$ cat config.mk
export PLATFORM = sky130hd
export DESIGN_NAME = tilt_status_arbiter
export DESIGN_NICKNAME = d
export VERILOG_FILES = /design/src/rtl/tilt_status_arbiter.sv
export SDC_FILE = /design/constraint.sdc
export NUM_CORES = 1
export LEC_CHECK = 0
export BUFFER_PORTS_ARGS = -buffer_cell sky130_fd_sc_hd__buf_2
export CORE_ASPECT_RATIO = 1.4
export CORE_MARGIN = 4
export CORE_UTILIZATION = 45
export CTS_CLUSTER_SIZE = 30
export DETAILED_ROUTE_END_ITERATION = 12
export PLACE_DENSITY_LB_ADDON = 0.08
export RECOVER_POWER = 100
export SYNTH_ARGS = -nofsm -noshare
export SYNTH_HDL_FRONTEND = slang
export SYNTH_SLANG_ARGS = --single-unit
$ cat constraint.sdc
create_clock -name clock -period 2.07 [get_ports clock]
set_input_delay 0.1035 -clock clock [delete_from_list [all_inputs] [get_ports clock]]
set_output_delay 0.1035 -clock clock [all_outputs]
set_load 0.05 [all_outputs]
$ cat src/rtl/tilt_status_arbiter.sv
// Samples tilt and buttons once per period and publishes a packed status word
// into CPU RAM, borrowing the shared RAM port for a single stalled cycle.
module tilt_status_arbiter #(
  parameter int                ADDR_W       = 12,
  parameter int                DATA_W       = 32,
  parameter int                SAMPLE_DIV   = 100000,
  parameter int                CENTER_X     = 385,
  parameter int                CENTER_Y     = 80,
  parameter int                DEADBAND     = 8,
  parameter logic [ADDR_W-1:0] STATUS_ADDR  = 'hFF0,
  parameter int                STARVE_LIMIT = 64
) (
  input  logic              clock,
  input  logic              reset,
  input  logic [8:0]        accel_x,
  input  logic [8:0]        accel_y,
  input  logic              up_fpga,
  input  logic              down_fpga,
  input  logic              left_fpga,
  input  logic              right_fpga,
  input  logic              cpu_wren,
  input  logic [ADDR_W-1:0] cpu_addr,
  input  logic [DATA_W-1:0] cpu_data,
  output logic              ram_wren,
  output logic [ADDR_W-1:0] ram_addr,
  output logic [DATA_W-1:0] ram_data,
  output logic              cpu_stall,
  output logic [3:0]        dir
);

  localparam int TIMER_W = (SAMPLE_DIV > 1) ? $clog2(SAMPLE_DIV) : 1;
  localparam int WAIT_W  = $clog2(STARVE_LIMIT + 1);
  localparam logic [TIMER_W-1:0] TIMER_MAX = TIMER_W'(SAMPLE_DIV - 1);
  localparam logic [WAIT_W-1:0]  WAIT_MAX  = WAIT_W'(STARVE_LIMIT - 1);

  // Lower bounds are only meaningful when the centre sits at least a deadband above zero.
  localparam bit         X_LO_OK = (CENTER_X >= DEADBAND);
  localparam bit         Y_LO_OK = (CENTER_Y >= DEADBAND);
  localparam logic [9:0] X_HI    = 10'(CENTER_X + DEADBAND);
  localparam logic [9:0] Y_HI    = 10'(CENTER_Y + DEADBAND);
  localparam logic [9:0] X_LO    = 10'(X_LO_OK ? CENTER_X - DEADBAND : 0);
  localparam logic [9:0] Y_LO    = 10'(Y_LO_OK ? CENTER_Y - DEADBAND : 0);

  typedef enum logic [1:0] {IDLE, PEND, WRITE} state_t;

  state_t             state;
  logic [TIMER_W-1:0] timer;
  logic               tick;
  logic [WAIT_W-1:0]  wait_cnt;
  logic [8:0]         seq;
  logic               overrun;
  logic [8:0]         snap_x;
  logic [8:0]         snap_y;
  logic [3:0]         btn_meta;
  logic [3:0]         btn_sync;
  logic [9:0]         x_ext;
  logic [9:0]         y_ext;
  logic [3:0]         sample_dir;
  logic [31:0]        status_word;

  assign tick  = (timer == TIMER_MAX);
  assign x_ext = {1'b0, accel_x};
  assign y_ext = {1'b0, accel_y};

  always_ff @(posedge clock or negedge reset) begin
    if (!reset) begin
      timer    <= '0;
      btn_meta <= '0;
      btn_sync <= '0;
    end else begin
      timer    <= tick ? '0 : timer + 1'b1;
      btn_meta <= {up_fpga, down_fpga, left_fpga, right_fpga};
      btn_sync <= btn_meta;
    end
  end

  always_comb begin
    sample_dir    = '0;
    sample_dir[3] = (x_ext > X_HI) | btn_sync[3];
    sample_dir[2] = (X_LO_OK && (x_ext < X_LO)) | btn_sync[2];
    sample_dir[1] = (Y_LO_OK && (y_ext < Y_LO)) | btn_sync[1];
    sample_dir[0] = (y_ext > Y_HI) | btn_sync[0];
  end

  // The snapshot direction always equals dir, so dir doubles as the word's low nibble.
  always_ff @(posedge clock or negedge reset) begin
    if (!reset) begin
      state    <= IDLE;
      wait_cnt <= '0;
      seq      <= '0;
      overrun  <= 1'b0;
      dir      <= '0;
      snap_x   <= '0;
      snap_y   <= '0;
    end else begin
      if (tick) begin
        dir    <= sample_dir;
        snap_x <= accel_x;
        snap_y <= accel_y;
      end
      case (state)
        IDLE: begin
          if (tick) begin
            wait_cnt <= '0;
            state    <= PEND;
          end
        end
        PEND: begin
          wait_cnt <= wait_cnt + 1'b1;
          if (tick) overrun <= 1'b1;
          if (!cpu_wren || (wait_cnt == WAIT_MAX)) state <= WRITE;
        end
        WRITE: begin
          seq     <= seq + 1'b1;
          overrun <= tick;
          if (tick) begin
            wait_cnt <= '0;
            state    <= PEND;
          end else begin
            state <= IDLE;
          end
        end
        default: state <= IDLE;
      endcase
    end
  end

  assign status_word = {overrun, seq, snap_y, snap_x, dir};

  always_comb begin
    ram_wren  = cpu_wren;
    ram_addr  = cpu_addr;
    ram_data  = cpu_data;
    cpu_stall = 1'b0;
    if (state == WRITE) begin
      ram_wren  = 1'b1;
      ram_addr  = STATUS_ADDR;
      ram_data  = DATA_W'(status_word);
      cpu_stall = 1'b1;
    end
  end

endmodule

# Word level (Yosys, flattened, before mapping)
# Cells that the tools add are included.
# word_totals
wordCells,51
reg_bits,66
output_inout_bits,50
# op_classes
order_cmp,4
n_eq_ne,8
n_mux,13
bitwise_logic,4
n_reduce_logical,9
add_sub_neg,3
# op_table
op,count
$mux W32,1
$add A17 B1 Y17 const B,1
$eq A17 B17 Y1 const B,1
$mux W17,1
$pmux W7 S2,1
$mux W12,1
$add A9 B1 Y9 const B,1
$gt A9 B7 Y1 const B,1
$gt A9 B9 Y1 const B,1
$lt A9 B7 Y1 const B,1
$lt A9 B9 Y1 const B,1
$add A7 B1 Y7 const B,1
$eq A7 B6 Y1 const B,1
$mux W7,1
$ne A2 B2 Y1 const B,3
$pmux W2 S3,1
$reduce_and A2 Y1,3
$mux W1,4
$mux W2,2
$or A1 B1 Y1,4
$reduce_bool A2 Y1,2
$eq A2 B1 Y1 const B,1
$eq A2 B2 Y1 const B,1
$logic_not A2 Y1,1
other kinds (5),5

# Longest topological paths before layout
# Gate-level depths: netlist (run 1).
# depth
depth_word,4
depth_mapped,7
depth_no_buf,5

# Worst setup path after synthesis (run 1)
# No wires, ideal clock.
# synth_timing
kind,reg-to-reg
from,register timer[5]
to,register timer[10]
t_required_ns,1.943
path_slack_ns,0.043
stages_incl_launch_ff,7
period_less_slack_ns,2.027
arrival_ns,1.900
cell_sequence,dfrtp_1 -> or4b_4 -> or4_4 -> buf_6 -> buf_8 -> o211ai_2 -> o31ai_1
# synth_via
elab_chain_cells,2
word_cells_on_any_way,3
# synth_rtl
item,line_no,text
"start, declared",47,logic [TIMER_W-1:0] timer;
"start signal, assigned",71,timer <= tick ? '0 : timer + 1'b1;
$add A17 B1 Y17 or $eq A17 B17 Y1 (tied branches),"71, 61",
$mux W17 *,71,
# Every way passes the cells marked *; elsewhere a longest branch is shown, timed or not.
# A chain may end at the register's enable or synchronous reset.

# Worst setup path after layout (run 1)
# layout_timing
from,register timer[13]
to,register timer[10]
# layout_via
elab_chain_cells,2
# layout_rtl
item,line_no,text
$eq A17 B17 Y1,61,assign tick = (timer == TIMER_MAX);
$mux W17,71,
# Every way passes these cells.

==> impl_results.md, run 1 <==
* CP max stage cell: or4_4
* Worst-case vdd ir drop at 431 uV
* Worst slew pin tran at about 0.86 ns
* Fin. Hold Viols at 0
* Async SR Flop Fraction at between 90% and 100%
* Share of cells above drive strength 1 at 40.3%
* Routed vias at 2,733
* Most frequent cell after synthesis: nand2_1
* Slowest Stage Delay on Critical Path at 0.68 ns
* RSZ-0062 raised after global routing: no
* Crit path time final at a little under 2 ns
* Area Growth Syn to Fin at 33.5%
* Clock Tree Buf Depth at 2
* WP data required at 2.27 ns
* Setup_tns at 0 ns
* Main synth FF type: dfrtp_1
* Status: finished clean
* Die Area at a little under 0.009 sq mm
* Setup crit start: timer[13]$_DFF_PN0_
* Max cap viols at 0
* Clock root cell: clkbuf_8
* CP Class: flip-flop to flip-flop
* Worst skew pair latency at 0.33 ns
* GP Congestion at ~0.8
* Filler cell count at 608
* Synth top area share at approximately 50%
* Startpoint types: flip-flop
* IO Count at 119
* Vias in the first global route at roughly 2,600
* DRC viols at 0
* Post-Syn Area at 0.00328 sq mm
* H-tree Lvls at 3
* Syn avg cell area at 10.3 sq um
* Slew headroom at 42.4%
* Post-DP HPWL at 5380 um
* Worst Path Arrival at 2.17 ns
* Worst R2R Path Depth at 4
* Final setup skew at 0.00782 ns
* PD cells at approximately 660 mW/mm^2
* First-pass GRT wire length at 11,600 um
* Largest net degree at the start of global routing at 48
* Initial Util at between 40 and 50%
* Yosys cell types at 43
* Final setup viols at 0
* Post-synth top cells: nand2_1, dfrtp_1, mux2_2
* FMAX at 508 MHz
* Antenna violations before repair at 0
* # diodes at 0
* Core ar. at 0.00703 sq mm
* FP Rows at 36
* Routed WL at 7600 um
* Final #Nets at 531
* Yosys top cell by area: dfrtp_1
* Drt wl/cell at ~14 um
* Synth Instances at 318
* Final ANT Viol Nets at 0
* Register area share after synthesis at around 50%
* GR Overflow Total at 0
* Die Ht at 109 um
* Final period util at 95.1%
* Worst-path clk slew at 0.07 ns
* Multi-input logic area at 0.00155 sq mm
* FF-to-FF End: timer[10]$_DFF_PN0_
* Warnings, synthesis at 0
* Leak at 2.08 nW
* Sequential cell area at approximately 0.0017 sq mm
* R2R Setup Slk at between 0.1 and 0.15 ns
* CTS tree: done
* Tot GR Track Use at 16.7%
* Critical Path Sink Type: flip-flop
* Pre-antenna DRT Iters at 4
* Non-filler cells, final at 559
* Synth Register Bits at 66
* Worst path cell trace: or4b_4, or4_4, o211ai_2, o31ai_1
* Clock sinks at 66
* Net Count, Synth at 390
* Vias per inst at 4.89
* Ranking of synthesized cells by area: dfrtp_1, mux2_2, nand2_1
* Die W at roughly 80 um
* Placed Instances at around 530
* IO Port Bufs at 118
* Crit-path max FO at 14
* Worst r2r src: timer[13]$_DFF_PN0_
* Slew Limit Fails at 0
* Worst hold path class: input port to flip-flop
* DRT iter0 DRCs at 82
* CTS Buf Count at 9
* Post-synth EDFFs at 0
* Critical Path End: timer[10]$_DFF_PN0_
[state kept, by name, summed over array words and instances (netlist names)]
name and cells:
snap_x 9, btn_meta 4, dir 4, timer 17, seq 9, wait_cnt 7, snap_y 9, btn_sync 4
state 2, overrun 1
[stage by stage]
step	power, mW	cell area (sq um)	worst slack (ns)	utilization [%]	hold WS, ns
final	2.91	4380	0.102	62.4	0.0100
after global routing	3.03	4380	0.0290	62.4	0.0103
after CTS	2.95	4380	0.0599	62.3	0.00417
after detailed placement	1.68	4030	0.0669	57.4	-0.0914
after global placement	1.68	4030	0.0759	57.4	-0.0905
after floorplan	1.54	3280	0.0431	-	-0.192
[cell families (layout without fill, tap and decap cells)]
logic type      Yosys count  after routing  share of synthesized area, %
fa+ha+maj                 3              3                          1.14
simple gates            144            145                          21.7
buf+inv                  18            163                          2.82
compound gates           25             25                          4.88
flops                    66             66                          50.3
xor+xnor                 27             27                          7.21
mux                      35             35                          12.0
[routing by layer]
layer / GRT usage (%) / share of wire, % / routed length [um]
met1: 20.1 / 42 / 3160
met2: 29.9 / 52 / 3940
met3: 3.22 / 5.8 / 438
met4: 5.07 / 0.78 / 59
met5: 0 / 0 / 0
[worst max-delay path: cells and delay by family (launching register included)]
family | cells | cell delay, ns
compound gates | 2 | 0.19
flops | 1 | 0.39
simple gates | 2 | 1.26
[power breakdown]
group          switching, mW  total [mW]  internal (mW)
Sequential           0.00192        1.30           1.30
Combinational          0.248       0.370          0.122
Clock                  0.466        1.24          0.775
[repair_timing]
item,CTS,global route
resized for setup,0,2
endpoints found under the setup margin,0,3
hold endpoints to repair,76,0
buffers inserted,0,3
hold buffers,11,0
[worst min-delay path by stage]
stage	slack (ns)	cells past startpoint	to	from
2_1_floorplan	-0.19	0	btn_meta[0]$_DFF_PN0_	reset
3_3_place_gp	-0.09	1	seq[8]$_DFFE_PN0P_	reset
3_5_place_dp	-0.09	1	seq[8]$_DFFE_PN0P_	reset
4_1_cts	0.004	3	snap_x[0]$_DFFE_PN0N_	accel_x[0]
5_1_grt	0.01	3	snap_y[5]$_DFFE_PN0N_	accel_y[5]
6_report	0.01	3	snap_x[0]$_DFFE_PN0N_	accel_x[0]
[cell usage in the layout, fill, tap and decap left out, types with 3 or more instances in the layout]
master	Yosys	final
nand2_1	72	72
nor2b_1	6	6
dlygate4sd3_1	0	11
a21oi_1	4	4
nor3_1	4	4
nand4_1	6	6
ha_1	3	3
dfrtp_1	66	66
xnor2_1	15	15
clkbuf_1	8	13
nor2_1	17	17
nand3_1	10	10
clkbuf_8	0	12
nand4b_1	3	3
clkbuf_2	0	43
buf_4	1	8
xor2_1	12	12
and4_1	3	3
or2_2	10	10
buf_2	2	67
o21ai_0	9	9
inv_1	3	3
mux2_2	34	34
[area by class of cell]
cell class	instances	share of cell area, %
sequential	66	37.7
multi-input combinational	235	35.4
timing repair buffer	144	18.5
clock buffer	12	3.77
tap	95	2.71
clock inverter	4	1.66
inverter	3	0.257
No activity file was read; power rests on OpenSTA's default activity.
==> run 2: changes to the inputs <==
==> constraint.sdc (replaced) <==
create_clock -name clock -period 2.07 [get_ports clock]
set_input_delay 0.621 -clock clock [delete_from_list [all_inputs] [get_ports clock]]
set_output_delay 0.621 -clock clock [all_outputs]
set_load 0.05 [all_outputs]
==> run 2 against run 1 <==
  * The run now ends with capacitance limit, slew limit, setup timing left
  * Design area increased by 14%
  * Clock skew increased by 0.0016 ns
  * Sequential share of layout area decreased by 4.6 points
  * Sequential power about the same
  * Critical path depth increased by 1
==> impl_results.md, run 2 (synthesis gave the netlist of run 1 again) <==
* Status: finished with violations
* Failing checks: capacitance limit, slew limit, setup timing
* Post-DP HPWL at 5460 um (+1.4%)
* Worst r2r src: timer[0]$_DFF_PN0_
* Die W at 80.2 um (unchanged)
* Share of cells above drive strength 1 at 46.2% (+5.9 points)
* Worst Path Arrival at 1.67 ns (-0.50 ns)
* Slew headroom at -5.54% (-48 points)
* Routed vias at 2,835 (+3.7%)
* Setup_tns at -7.13 ns (-7.13 ns)
* Worst-path clk slew at 0.08 ns (about the same)
* Max cap viols at 1 (+1)
* Final ANT Viol Nets at 0 (unchanged)
* Biggest register: timer
* Crit path buf inv count at 3 (+3)
* Tot GR Track Use at 19.5% (+2.8 points)
* Worst hold path class: flip-flop to flip-flop
* Crit path time final at 2.29 ns (+0.321 ns)
* IO Count at 119 (unchanged)
* Die Ht at 109 um (unchanged)
* H-tree Lvls at 3 (unchanged)
* Die Area at 0.00874 sq mm (unchanged)
* First-pass GRT wire length at 13,000 um (+13%)
* Non-filler cells, final at 558 (-0.18%)
* Startpoint types: flip-flop
* PD cells at 588 mW/mm^2 (-11%)
* Drt wl/cell at 15.8 um (+16%)
* Worst hold margin at 0.351 ns (+0.341 ns)
* Core ar. at 0.00703 sq mm (unchanged)
* Placed Instances at 528 (unchanged)
* Clock root cell: clkbuf_8
* Hold-critical path depth at 0 (-3)
* FMAX at 437 MHz (-14%)
* Largest net degree at the start of global routing at 67 (+40%)
* CTS Buf Count at 9 (unchanged)
* Worst slack, placed at 0.0458 ns (-0.0210 ns)
* Final setup viols at 45 (+45)
* Leak at 2.38 nW (+14%)
* Filler cell count at 520 (-14%)
* Design Area, Final at 0.00500 sq mm (+14%)
* Final #Nets at 530 (-0.19%)
* RSZ-0062 raised after global routing: yes
* FF-to-FF End: dir[2]$_DFFE_PN0N_
* Min-delay src: btn_meta[3]$_DFF_PN0_
* Slowest Stage Delay on Critical Path at 0.41 ns (-0.27 ns)
* Clock sinks at 66 (unchanged)
* Placed Area at 0.00418 sq mm (+3.5%)
* GP Congestion at 0.824 (+3.4%)
* Initial Util at 46.7% (unchanged)
* Worst path cell trace: nor2b_4, buf_12, clkbuf_16, mux2_4, buf_6
* CP max stage cell: dfrtp_1
* Crit-path max FO at 5 (-9)
* Final setup skew at 0.00945 ns (+0.00163 ns)
* WP data required at 1.45 ns (-0.82 ns)
* Worst Hold End: btn_sync[3]$_DFF_PN0_
* Area Growth Syn to Fin at 52.3%
* Clock Tree Buf Depth at 2 (unchanged)
* Fin. Hold Viols at 0 (unchanged)
* Slew Limit Fails at 67 (+67)
* Final period util at 111% (+16 points)
* Commonest cells after routing, fill and taps aside: nand2_1, buf_2, dfrtp_1
* Routed WL at 8830 um (+16%)
* Vias per inst at 5.08 (+3.9%)
* Max FFs per register at 17 (unchanged)
* Worst skew pair latency at 0.33 ns (about the same)
* DRT iter0 DRCs at 162 (+98%)
* Crit path max-delay family: buffers and inverters
* Pwr Total at 2.94 mW (+1.1%)
* Worst-case vdd ir drop at 518 uV (+20%)
* Pre-antenna DRT Iters at 4 (unchanged)
* Worst slew pin tran at 1.58 ns (+0.719 ns)
* Final design utilization at 71.1% (+8.8 points)
* FP Rows at 36 (unchanged)
* Vias in the first global route at 2,654 (+1.2%)
* Critical Path Sink Type: output port
* Min setup slack post-route at -0.219 ns (-0.321 ns)
* Worst R2R Path Depth at 7 (+3)
* DRC viols at 0 (unchanged)
* Antenna violations before repair at 0 (unchanged)
* R2R Setup Slk at 0.06 ns (-0.04 ns)
* GR Overflow Total at 0 (unchanged)
* # diodes at 0 (unchanged)
* CTS tree: done
* CP Class: flip-flop to output port
* IO Port Bufs at 118 (unchanged)
## run 2: worst reg2reg max path, stage by stage (launching register included)
cell	delay, ns
dfrtp_1	0.43
ha_1	0.24
nand4_1	0.25
buf_4	0.24
nor4_4	0.28
buf_12	0.22
o2111ai_1	0.14
o21a_1	0.12
## run 2: final cells by class
cell class	instances	area, sq um	share of cell area (%)
Clock buffer	10	128	2.55
Multi-Input combinational cell	236	1740	34.9
Inverter	3	11.3	0.225
Sequential cell	66	1650	33.0
Tap cell	95	119	2.38
Timing Repair Buffer	142	1250	25.1
Clock inverter	6	90.1	1.80
## run 2: report_power, final
part,switching (mW),leakage [nW],internal (mW),total (mW)
logic,0.266,1.49,0.202,0.469
clock network,0.491,0.107,0.683,1.17
registers,0.00212,0.780,1.30,1.30
total,0.759,2.38,2.18,2.94
## run 2: how the worst max path moves through the flow
stage / slack (ns) / from / cells past startpoint / end
CTS: -0.23 / state[0]$_DFFE_PN0P_ / 5 / ram_data[4]
detailed placement: 0.05 / timer[5]$_DFF_PN0_ / 4 / wait_cnt[1]$_DFFE_PN0P_
global placement: 0.07 / timer[5]$_DFF_PN0_ / 4 / wait_cnt[6]$_DFFE_PN0P_
finish: -0.22 / state[0]$_DFFE_PN0P_ / 5 / ram_data[31]
floorplan: 0.01 / state[1]$_DFFE_PN0P_ / 5 / ram_addr[10]
global route: -0.27 / state[0]$_DFFE_PN0P_ / 5 / ram_data[31]
## run 2: layer usage
metal | global-route usage, % | wire [um] | up-vias
met4 | 7.85 | 166 | 0
met3 | 3.31 | 470 | 14
met2 | 34.3 | 4680 | 94
met5 | 0 | 0 | -
li1 | - | - | 1367
met1 | 23.4 | 3510 | 1360
## run 2: timing repair
item	4_1_cts	5_1_grt
gates cloned	3	4
resized for setup	124	4
buffers inserted	5	2
hold buffers	0	0
pin swaps	0	1
setup endpoints to repair	42	52
